$ cat src/rtl/seq_arith_pkg.sv
// rtl/seq_arith_pkg.sv - shared op codes, FSM states and sizing helper for seq_arith_unit
package seq_arith_pkg;

    localparam logic [1:0] OP_ADD = 2'b00;
    localparam logic [1:0] OP_SUB = 2'b01;
    localparam logic [1:0] OP_MUL = 2'b10;
    localparam logic [1:0] OP_DIV = 2'b11;

    typedef enum logic [2:0] {
        IDLE   = 3'd0,
        ADDSUB = 3'd1,
        MUL    = 3'd2,
        DIV    = 3'd3,
        DONE   = 3'd4
    } state_t;

    function automatic int cnt_width(input int width);
        return $clog2(width) + 1;
    endfunction

endpackage

$ cat src/rtl/seq_arith_dp.sv
// rtl/seq_arith_dp.sv - operand/accumulator registers, shift-add and restoring-divide step logic
module seq_arith_dp
    import seq_arith_pkg::*;
#(
    parameter int WIDTH = 8
) (
    input  logic             clk,
    input  logic             rst_n,
    input  logic             load,
    input  logic             step,
    input  logic             finish,
    input  logic [1:0]       op,
    input  logic [WIDTH-1:0] a,
    input  logic [WIDTH-1:0] b,
    output logic             div_zero,
    output logic [WIDTH-1:0] result_lo,
    output logic [WIDTH-1:0] result_hi,
    output logic             div_by_zero
);

    logic [1:0]       op_q;
    logic [WIDTH-1:0] mcand;
    logic [WIDTH-1:0] acc;
    // lo_q starts as operand a: multiplier for mul (product bits shift in at the top),
    // dividend for div (quotient bits shift in at the bottom)
    logic [WIDTH-1:0] lo_q;

    logic [WIDTH:0]   add_ab;
    logic [WIDTH:0]   sub_ab;
    logic [WIDTH:0]   mul_sum;
    logic [WIDTH-1:0] mul_hi_n;
    logic [WIDTH-1:0] mul_lo_n;
    logic [WIDTH:0]   div_shift;
    logic [WIDTH:0]   div_trial;
    logic             div_ok;
    logic [WIDTH-1:0] div_rem_n;
    logic [WIDTH-1:0] div_quo_n;

    assign add_ab    = {1'b0, lo_q} + {1'b0, mcand};
    assign sub_ab    = {1'b0, lo_q} - {1'b0, mcand};
    assign mul_sum   = lo_q[0] ? ({1'b0, acc} + {1'b0, mcand}) : {1'b0, acc};
    assign mul_hi_n  = mul_sum[WIDTH:1];
    assign mul_lo_n  = {mul_sum[0], lo_q[WIDTH-1:1]};
    // remainder stays below the divisor, so the shifted value fits WIDTH+1 bits and
    // the top bit of the trial difference is a clean borrow
    assign div_shift = {acc, lo_q[WIDTH-1]};
    assign div_trial = div_shift - {1'b0, mcand};
    assign div_ok    = ~div_trial[WIDTH];
    assign div_rem_n = div_ok ? div_trial[WIDTH-1:0] : div_shift[WIDTH-1:0];
    assign div_quo_n = {lo_q[WIDTH-2:0], div_ok};
    assign div_zero  = (mcand == '0);

    always_ff @(posedge clk or negedge rst_n) begin
        if (!rst_n) begin
            op_q  <= OP_ADD;
            mcand <= '0;
            acc   <= '0;
            lo_q  <= '0;
        end else if (load) begin
            op_q  <= op;
            mcand <= b;
            acc   <= '0;
            lo_q  <= a;
        end else if (step) begin
            if (op_q == OP_MUL) begin
                acc  <= mul_hi_n;
                lo_q <= mul_lo_n;
            end else begin
                acc  <= div_rem_n;
                lo_q <= div_quo_n;
            end
        end
    end

    always_ff @(posedge clk or negedge rst_n) begin
        if (!rst_n) begin
            result_lo   <= '0;
            result_hi   <= '0;
            div_by_zero <= 1'b0;
        end else if (finish) begin
            div_by_zero <= 1'b0;
            case (op_q)
                OP_ADD: begin
                    result_lo <= add_ab[WIDTH-1:0];
                    result_hi <= {{(WIDTH-1){1'b0}}, add_ab[WIDTH]};
                end
                OP_SUB: begin
                    result_lo <= sub_ab[WIDTH-1:0];
                    result_hi <= {WIDTH{sub_ab[WIDTH]}};
                end
                OP_MUL: begin
                    result_lo <= mul_lo_n;
                    result_hi <= mul_hi_n;
                end
                default: begin
                    if (div_zero) begin
                        result_lo   <= '1;
                        result_hi   <= lo_q;
                        div_by_zero <= 1'b1;
                    end else begin
                        result_lo <= div_quo_n;
                        result_hi <= div_rem_n;
                    end
                end
            endcase
        end
    end

endmodule

$ cat src/rtl/seq_arith_unit.sv
// rtl/seq_arith_unit.sv - handshake FSM and iteration counter around the iterative datapath
module seq_arith_unit
    import seq_arith_pkg::*;
#(
    parameter int WIDTH = 8
) (
    input  logic             clk,
    input  logic             rst_n,
    input  logic             start,
    input  logic [1:0]       op,
    input  logic [WIDTH-1:0] a,
    input  logic [WIDTH-1:0] b,
    output logic             ready,
    output logic             done,
    output logic [WIDTH-1:0] result_lo,
    output logic [WIDTH-1:0] result_hi,
    output logic             div_by_zero
);

    localparam int CW = cnt_width(WIDTH);

    state_t        state;
    state_t        state_n;
    logic [CW-1:0] cnt;
    logic          load;
    logic          step;
    logic          finish;
    logic          div_zero;

    assign ready = (state == IDLE) || (state == DONE);
    assign done  = (state == DONE);

    always_ff @(posedge clk or negedge rst_n) begin
        if (!rst_n) begin
            state <= IDLE;
            cnt   <= '0;
        end else begin
            state <= state_n;
            if (load) begin
                cnt <= CW'(WIDTH - 1);
            end else if (step && (cnt != '0)) begin
                cnt <= cnt - 1'b1;
            end
        end
    end

    always_comb begin
        state_n = state;
        load    = 1'b0;
        step    = 1'b0;
        finish  = 1'b0;
        case (state)
            IDLE, DONE: begin
                if (start) begin
                    load = 1'b1;
                    case (op)
                        OP_MUL:  state_n = MUL;
                        OP_DIV:  state_n = DIV;
                        default: state_n = ADDSUB;
                    endcase
                end else begin
                    state_n = IDLE;
                end
            end
            ADDSUB: begin
                finish  = 1'b1;
                state_n = DONE;
            end
            MUL: begin
                step = 1'b1;
                if (cnt == '0) begin
                    finish  = 1'b1;
                    state_n = DONE;
                end
            end
            DIV: begin
                // a zero divisor short-circuits the iterations entirely
                if (div_zero) begin
                    finish  = 1'b1;
                    state_n = DONE;
                end else begin
                    step = 1'b1;
                    if (cnt == '0) begin
                        finish  = 1'b1;
                        state_n = DONE;
                    end
                end
            end
            default: state_n = IDLE;
        endcase
    end

    seq_arith_dp #(.WIDTH(WIDTH)) u_dp (
        .clk         (clk),
        .rst_n       (rst_n),
        .load        (load),
        .step        (step),
        .finish      (finish),
        .op          (op),
        .a           (a),
        .b           (b),
        .div_zero    (div_zero),
        .result_lo   (result_lo),
        .result_hi   (result_hi),
        .div_by_zero (div_by_zero)
    );

endmodule

$ cat config.mk
export PLATFORM = sky130hd
export DESIGN_NAME = seq_arith_unit
export DESIGN_NICKNAME = d
export VERILOG_FILES = /design/src/rtl/seq_arith_pkg.sv /design/src/rtl/seq_arith_dp.sv /design/src/rtl/seq_arith_unit.sv
export SDC_FILE = /design/constraint.sdc
export NUM_CORES = 1
export LEC_CHECK = 0
export CORE_MARGIN = 5
export CORE_UTILIZATION = 40
export CTS_BUF_LIST = sky130_fd_sc_hd__clkbuf_8
export DETAILED_ROUTE_END_ITERATION = 16
export PLACE_DENSITY_LB_ADDON = 0.05
export SETUP_SLACK_MARGIN = 0.1
export SYNTH_ARGS = -nofsm -noshare
export SYNTH_HDL_FRONTEND = slang
export SYNTH_SLANG_ARGS = --single-unit
$ cat constraint.sdc
create_clock -name clk -period 6 [get_ports clk]
set_input_delay 0.6 -clock clk [delete_from_list [all_inputs] [get_ports clk]]
set_output_delay 0.6 -clock clk [all_outputs]
set_load 0.01 [all_outputs]
# Word level (Yosys, flattened, before mapping)
# Index checks and enable logic that the tools add are counted.
# word_totals
ff_bits	50
n_memories	0
latchBits	0
elab_cells	62
out_inout_bits	19
rom_bits	0
mem_bits_rw	0
in_bits	21
# op_classes
order_cmp	0
shift	0
n_eq_ne	8
n_mux	28
reduce_logical	11
mul	0
add_sub_neg	5
bitwise_logic	1
div	0
# ops
cell	count
8-bit 2-to-1 mux	9
8-bit case mux with 3 select lines	2
8-bit by 8-bit adder with 9-bit output	2
3-bit case mux with 4 select lines	1
3-bit 2-to-1 mux	3
9-bit 2-to-1 mux	1
8-bit by 8-bit subtractor with 9-bit output	1
9-bit by 8-bit subtractor with 9-bit output	1
8-bit zero test	1
4-bit 2-to-1 mux	2
1-bit 2-to-1 mux	7
2-bit == test (second input constant)	3
3-bit by 2-bit == test with 1-bit output (second input constant)	2
4-bit zero test	1
2-bit case mux with 2 select lines	1
2-bit nonzero test	2
4-bit nonzero test	1
4-bit by 1-bit subtractor with 4-bit output (second input constant)	1
3-bit by 1-bit == test with 1-bit output (second input constant)	1
3-bit == test (second input constant)	1
3-bit zero test	1
1-bit case mux with 3 select lines	1
3-bit OR reduction	1
2-bit by 1-bit == test with 1-bit output (second input constant)	1
6 further kinds	6

# Longest topological paths before layout
# logic_depth
word_depth	6
depth_mapped	11
ltp_nobuf	10

# Modules after synthesis
# A second synthesis with hierarchy kept.
# unflattened
cells_unflattened	483
area_unflattened_um2	4043.9
# modules_own_cells
mod	cells_per_inst	area_per_inst_um2	seq_area_each_um2	n_inst
seq_arith_dp	442	3641.0	1076.0	1
seq_arith_unit	41	402.9	175.2	1

# Least setup slack after synthesis
# OpenSTA, ideal clock, no wires.
# synth_path
path_kind	reg-to-reg
startpoint	register u_dp.lo_q[7]
endpoint	register u_dp.result_hi[3]
setup_time_ps	63
path_stages_with_launch	12
arrival_ps	2578
path_buffers	1
synth_period_minus_slack_ps	2641
t_required_ps	5937
path_slack_ps	3359
cell_sequence	dfrtp_1 > inv_1 > ha_1 > inv_1 > fa_1 > a211oi_2 > o21ai_2 > and4_4 > buf_6 > or4b_4 > a21oi_1 > o32a_2
# synth_between
elab_chain_cells	4
word_cells_on_any_way	5
cone_classes	add/sub (2); mux (3)
# synth_lines
item	line_no	text
start, declared	seq_arith_dp.sv:26	logic [WIDTH-1:0] lo_q;
start signal, assigned	seq_arith_dp.sv:67	lo_q <= mul_lo_n;
start signal, assigned	seq_arith_dp.sv:70	lo_q <= div_quo_n;
9-bit by 8-bit subtractor with 9-bit output	seq_arith_dp.sv:47	assign div_trial = div_shift - {1'b0, mcand};
8-bit 2-to-1 mux	seq_arith_dp.sv:49	assign div_rem_n = div_ok ? div_trial[WIDTH-1:0] : div_shift[WIDTH-1:0];
8-bit 2-to-1 mux	seq_arith_dp.sv:96	if (div_zero) begin
8-bit case mux with 3 select lines *	seq_arith_dp.sv:82	case (op_q)
end signal, assigned	seq_arith_dp.sv:85	result_hi <= {{(WIDTH-1){1'b0}}, add_ab[WIDTH]};
end signal, assigned	seq_arith_dp.sv:98	result_hi <= lo_q;
end signal, assigned	seq_arith_dp.sv:102	result_hi <= div_rem_n;
end, declared	seq_arith_dp.sv:17	output logic [WIDTH-1:0] result_hi,
# Every way passes the cells marked *; elsewhere a longest branch is shown, timed or not.
# A chain may end at the register's enable or synchronous reset.

# Worst setup path in the final report
# layout_path
startpoint	register u_dp.lo_q[0]
endpoint	register u_dp.result_hi[3]
# layout_between
elab_chain_cells	2
word_cells_on_any_way	3
cone_classes	add/sub (1); mux (2)
# layout_lines
item	line_no	text
8-bit by 8-bit subtractor with 9-bit output or 9-bit 2-to-1 mux (tied branches)	seq_arith_dp.sv:40, seq_arith_dp.sv:41	
8-bit case mux with 3 select lines *	seq_arith_dp.sv:82	
end signal, assigned	seq_arith_dp.sv:85	
end signal, assigned	seq_arith_dp.sv:89	result_hi <= {WIDTH{sub_ab[WIDTH]}};
end signal, assigned	seq_arith_dp.sv:93	result_hi <= mul_hi_n;
# Marked as above.

==> flow_summary.ini <==
[outcome]
outcome = finished, final reports clean

[routing]
met1_length_um = 6490
top_layer = met4
ant_nets = 0
wirelength_um = 13400
dr_wl_met3_um = 501
dr_wl_met2_um = 6210
vias_per_cell = 5.89
drtIter0Drc = 326
wl_per_cell_um = 20.0
drtPass1Iterations = 5
num_vias = 3940
drc = 0

[yosys]
synth_top_cell_by_area = dfrtp_1
synth_cell_type_count = 71
yosysWarnings = 0
ys_top_cells_by_area = dfrtp_1 (30%), ha_1 (10%), nand2_1 (5.5%)
async_flop_share = 1.00
synth_edf_count = 0
ys_ff_latch = 50
synthCells = 509
yosysTopAreaCellShare = 0.296
postSynthNetCount = 568
synth_seq_area_share = 0.296
syn_avg_cell_area_um2 = 8.32
ys.flop_type = dfrtp_1
syn-cell-area_um2 = 4230

[clocking]
root_buffer = clkbuf_8
tritoncts = done
cts_made_buffers = 5
numClockSinks = 50
cts_buffer_depth = 2
path_clk_slew_ps = 110
cts_setup_buffers = 0
holdBufCountCts = 0
clkLatencyLatePin_ps = 320
cts-resized-gates = 0
h-tree-depth = 2

[placed_design]
dp.cells = 661
placed_area_um2 = 4660
numPortBuffers = 39
place.gp.congestion = 0.866
dp_hpwl_um = 9520

[critical_path]
cp.required_ps = 6220
critPathArrivalTime_ps = 3430
r2r_cells = 10
endpoint = u_dp.result_hi[3]$_DFFE_PN0P_
r2r-end = u_dp.result_hi[3]$_DFFE_PN0P_
critPathLaunchType = flop
critPathKind = reg -> reg
r2r_slack_ps = 2780
crit_start = u_dp.lo_q[0]$_DFFE_PN0P_
cp_max_fo = 22
crit_path_end_kind = flop
worstReg2RegStart = u_dp.lo_q[0]$_DFFE_PN0P_

[cells_and_area]
nets = 591
area_growth_pct = 12.7
drive_gt1_frac = 0.0525
multi_input_area_um2 = 2710
fin_cells = 669
antennaDiodeCount = 0
regArea_um2 = 1250
fill_cells = 1031
fin_area_um2 = 4770

[timing]
finalCritPeriodShare = 0.536
tns_ps = 0
fmax_mhz = 311
hold_violations = 0
finalSetupViolations = 0
rsz0062_at_grt = false
finalCriticalPeriod_ps = 3220
fin_skew_ps = 8.76
worstMarginPinSlew_ps = 1050
max_slew_margin = 0.298
slew_violations = 0

[floorplan]
num_rows = 37
io_pins = 40
start_util = 0.410
die-area_um2 = 12700
fp.dieH_um = 113
core-area_um2 = 10300
die_x_um = 113

[global_routing]
grt_usage = 0.213
grt_pass1_vias = 3853
grt_max_degree = 51
grt_overflow = 0
grt_pass1_wl_um = 21700
antenna_found_initial = 0

[job]
drv_cap = 0

[min_path]
hp-class = in -> async
==> critical path, stage by stage, from the launching register on <==
cell and delay [ps]:
dfrtp_1 860, inv_1 250, ha_1 270, inv_1 60, fa_1 220, a211oi_1 90
nor2_1 190, o31ai_1 150, a211oi_4 540, nand2_1 90, o32a_2 390
==> synthesized netlist by cell type, drive strengths merged (8+ instances only) <==
cell	instances
clkbuf	18
a21oi	30
o211ai	12
o21ai	39
a211oi	11
dfrtp	50
mux2i	8
xnor2	8
a21o	8
nand2	62
nor2	31
inv	31
nand2b	9
nor3	18
nor2b	10
ha	34
buf	8
a31oi	9
nand3	23
==> kinds of logic after synthesis <==
kind of cell | synth area share
multiplexers | 0.0242
AND/OR/NAND/NOR | 0.206
AO/OA/AOI/OAI | 0.267
buffers and inverters | 0.0647
flip-flops | 0.296
XOR/XNOR | 0.0228
adder cells (fa/ha/maj) | 0.119
==> state kept, by name (all words and copies together), names as in the netlist <==
register / count
u_dp.acc: 8
u_dp.lo_q: 8
u_dp.mcand: 8
u_dp.result_hi: 8
u_dp.result_lo: 8
cnt: 4
state: 3
u_dp.op_q: 2
u_dp.div_by_zero: 1
==> through the flow <==
step	utilization	hold WS, ps	worst slack, ps
after global routing	0.462	469	2530
after CTS	0.462	427	2830
after floorplan	-	304	3360
after detailed placement	0.451	470	2850
final	0.462	401	2780
after global placement	0.451	469	3000
==> layout make-up <==
type                    instances  area share
multi-input cells             402       0.568
flip-flops and latches         50       0.262
repair buffers                 42      0.0855
well taps                     136      0.0357
inverters                      31      0.0244
clock buffers                   5      0.0144
clock inverters                 3     0.00944
==> cell usage in the layout, fill, tap and decap left out, types with 3 or more instances in the layout <==
cell,netlist,routed
nand2_1,62,62
dfrtp_1,50,50
o21ai_0,38,38
clkdlybuf4s50_1,0,38
ha_1,34,34
inv_1,31,31
nor2_1,31,31
a21oi_1,30,30
nand3_1,22,22
nor3_1,18,18
o211ai_1,12,12
nand2b_1,9,9
nor2b_1,10,9
a211oi_1,9,9
a31oi_1,9,9
mux2i_1,8,8
xnor2_1,8,8
a21o_1,6,6
and2_1,5,5
a22oi_1,5,5
o21a_1,5,5
o31ai_1,5,5
o21bai_1,5,5
clkbuf_8,3,5
nor4_1,4,4
o221ai_1,4,4
fa_1,4,4
and3_1,3,3
nor3b_1,3,3
a211o_1,3,3
xor2_1,3,3
buf_4,0,3
==> how the worst min path moves through the flow <==
| stage | from | to | slack (ps) | cells after the start |
|---|---|---|---|---|
| 2_1_floorplan | rst_n | cnt[0]$_DFFE_PN0P_ | 300 | 0 |
| 3_3_place_gp | u_dp.result_lo[4]$_DFFE_PN0P_ | u_dp.result_lo[4]$_DFFE_PN0P_ | 470 | 2 |
| 3_5_place_dp | u_dp.result_lo[4]$_DFFE_PN0P_ | u_dp.result_lo[4]$_DFFE_PN0P_ | 470 | 2 |
| 4_1_cts | rst_n | u_dp.result_lo[2]$_DFFE_PN0P_ | 430 | 2 |
| 5_1_grt | rst_n | u_dp.lo_q[3]$_DFFE_PN0P_ | 470 | 2 |
| 6_report | rst_n | u_dp.result_lo[1]$_DFFE_PN0P_ | 400 | 2 |
==> layer usage <==
layer / up-vias / GRT usage
li1: 1904 / -
met1: 1942 / 0.308
met2: 81 / 0.343
met3: 13 / 0.0289
met4: 0 / 0.0433
met5: - / 0
Power is not shown: default switching activity piles up to over one toggle a cycle in this logic, so the estimate is an artifact.
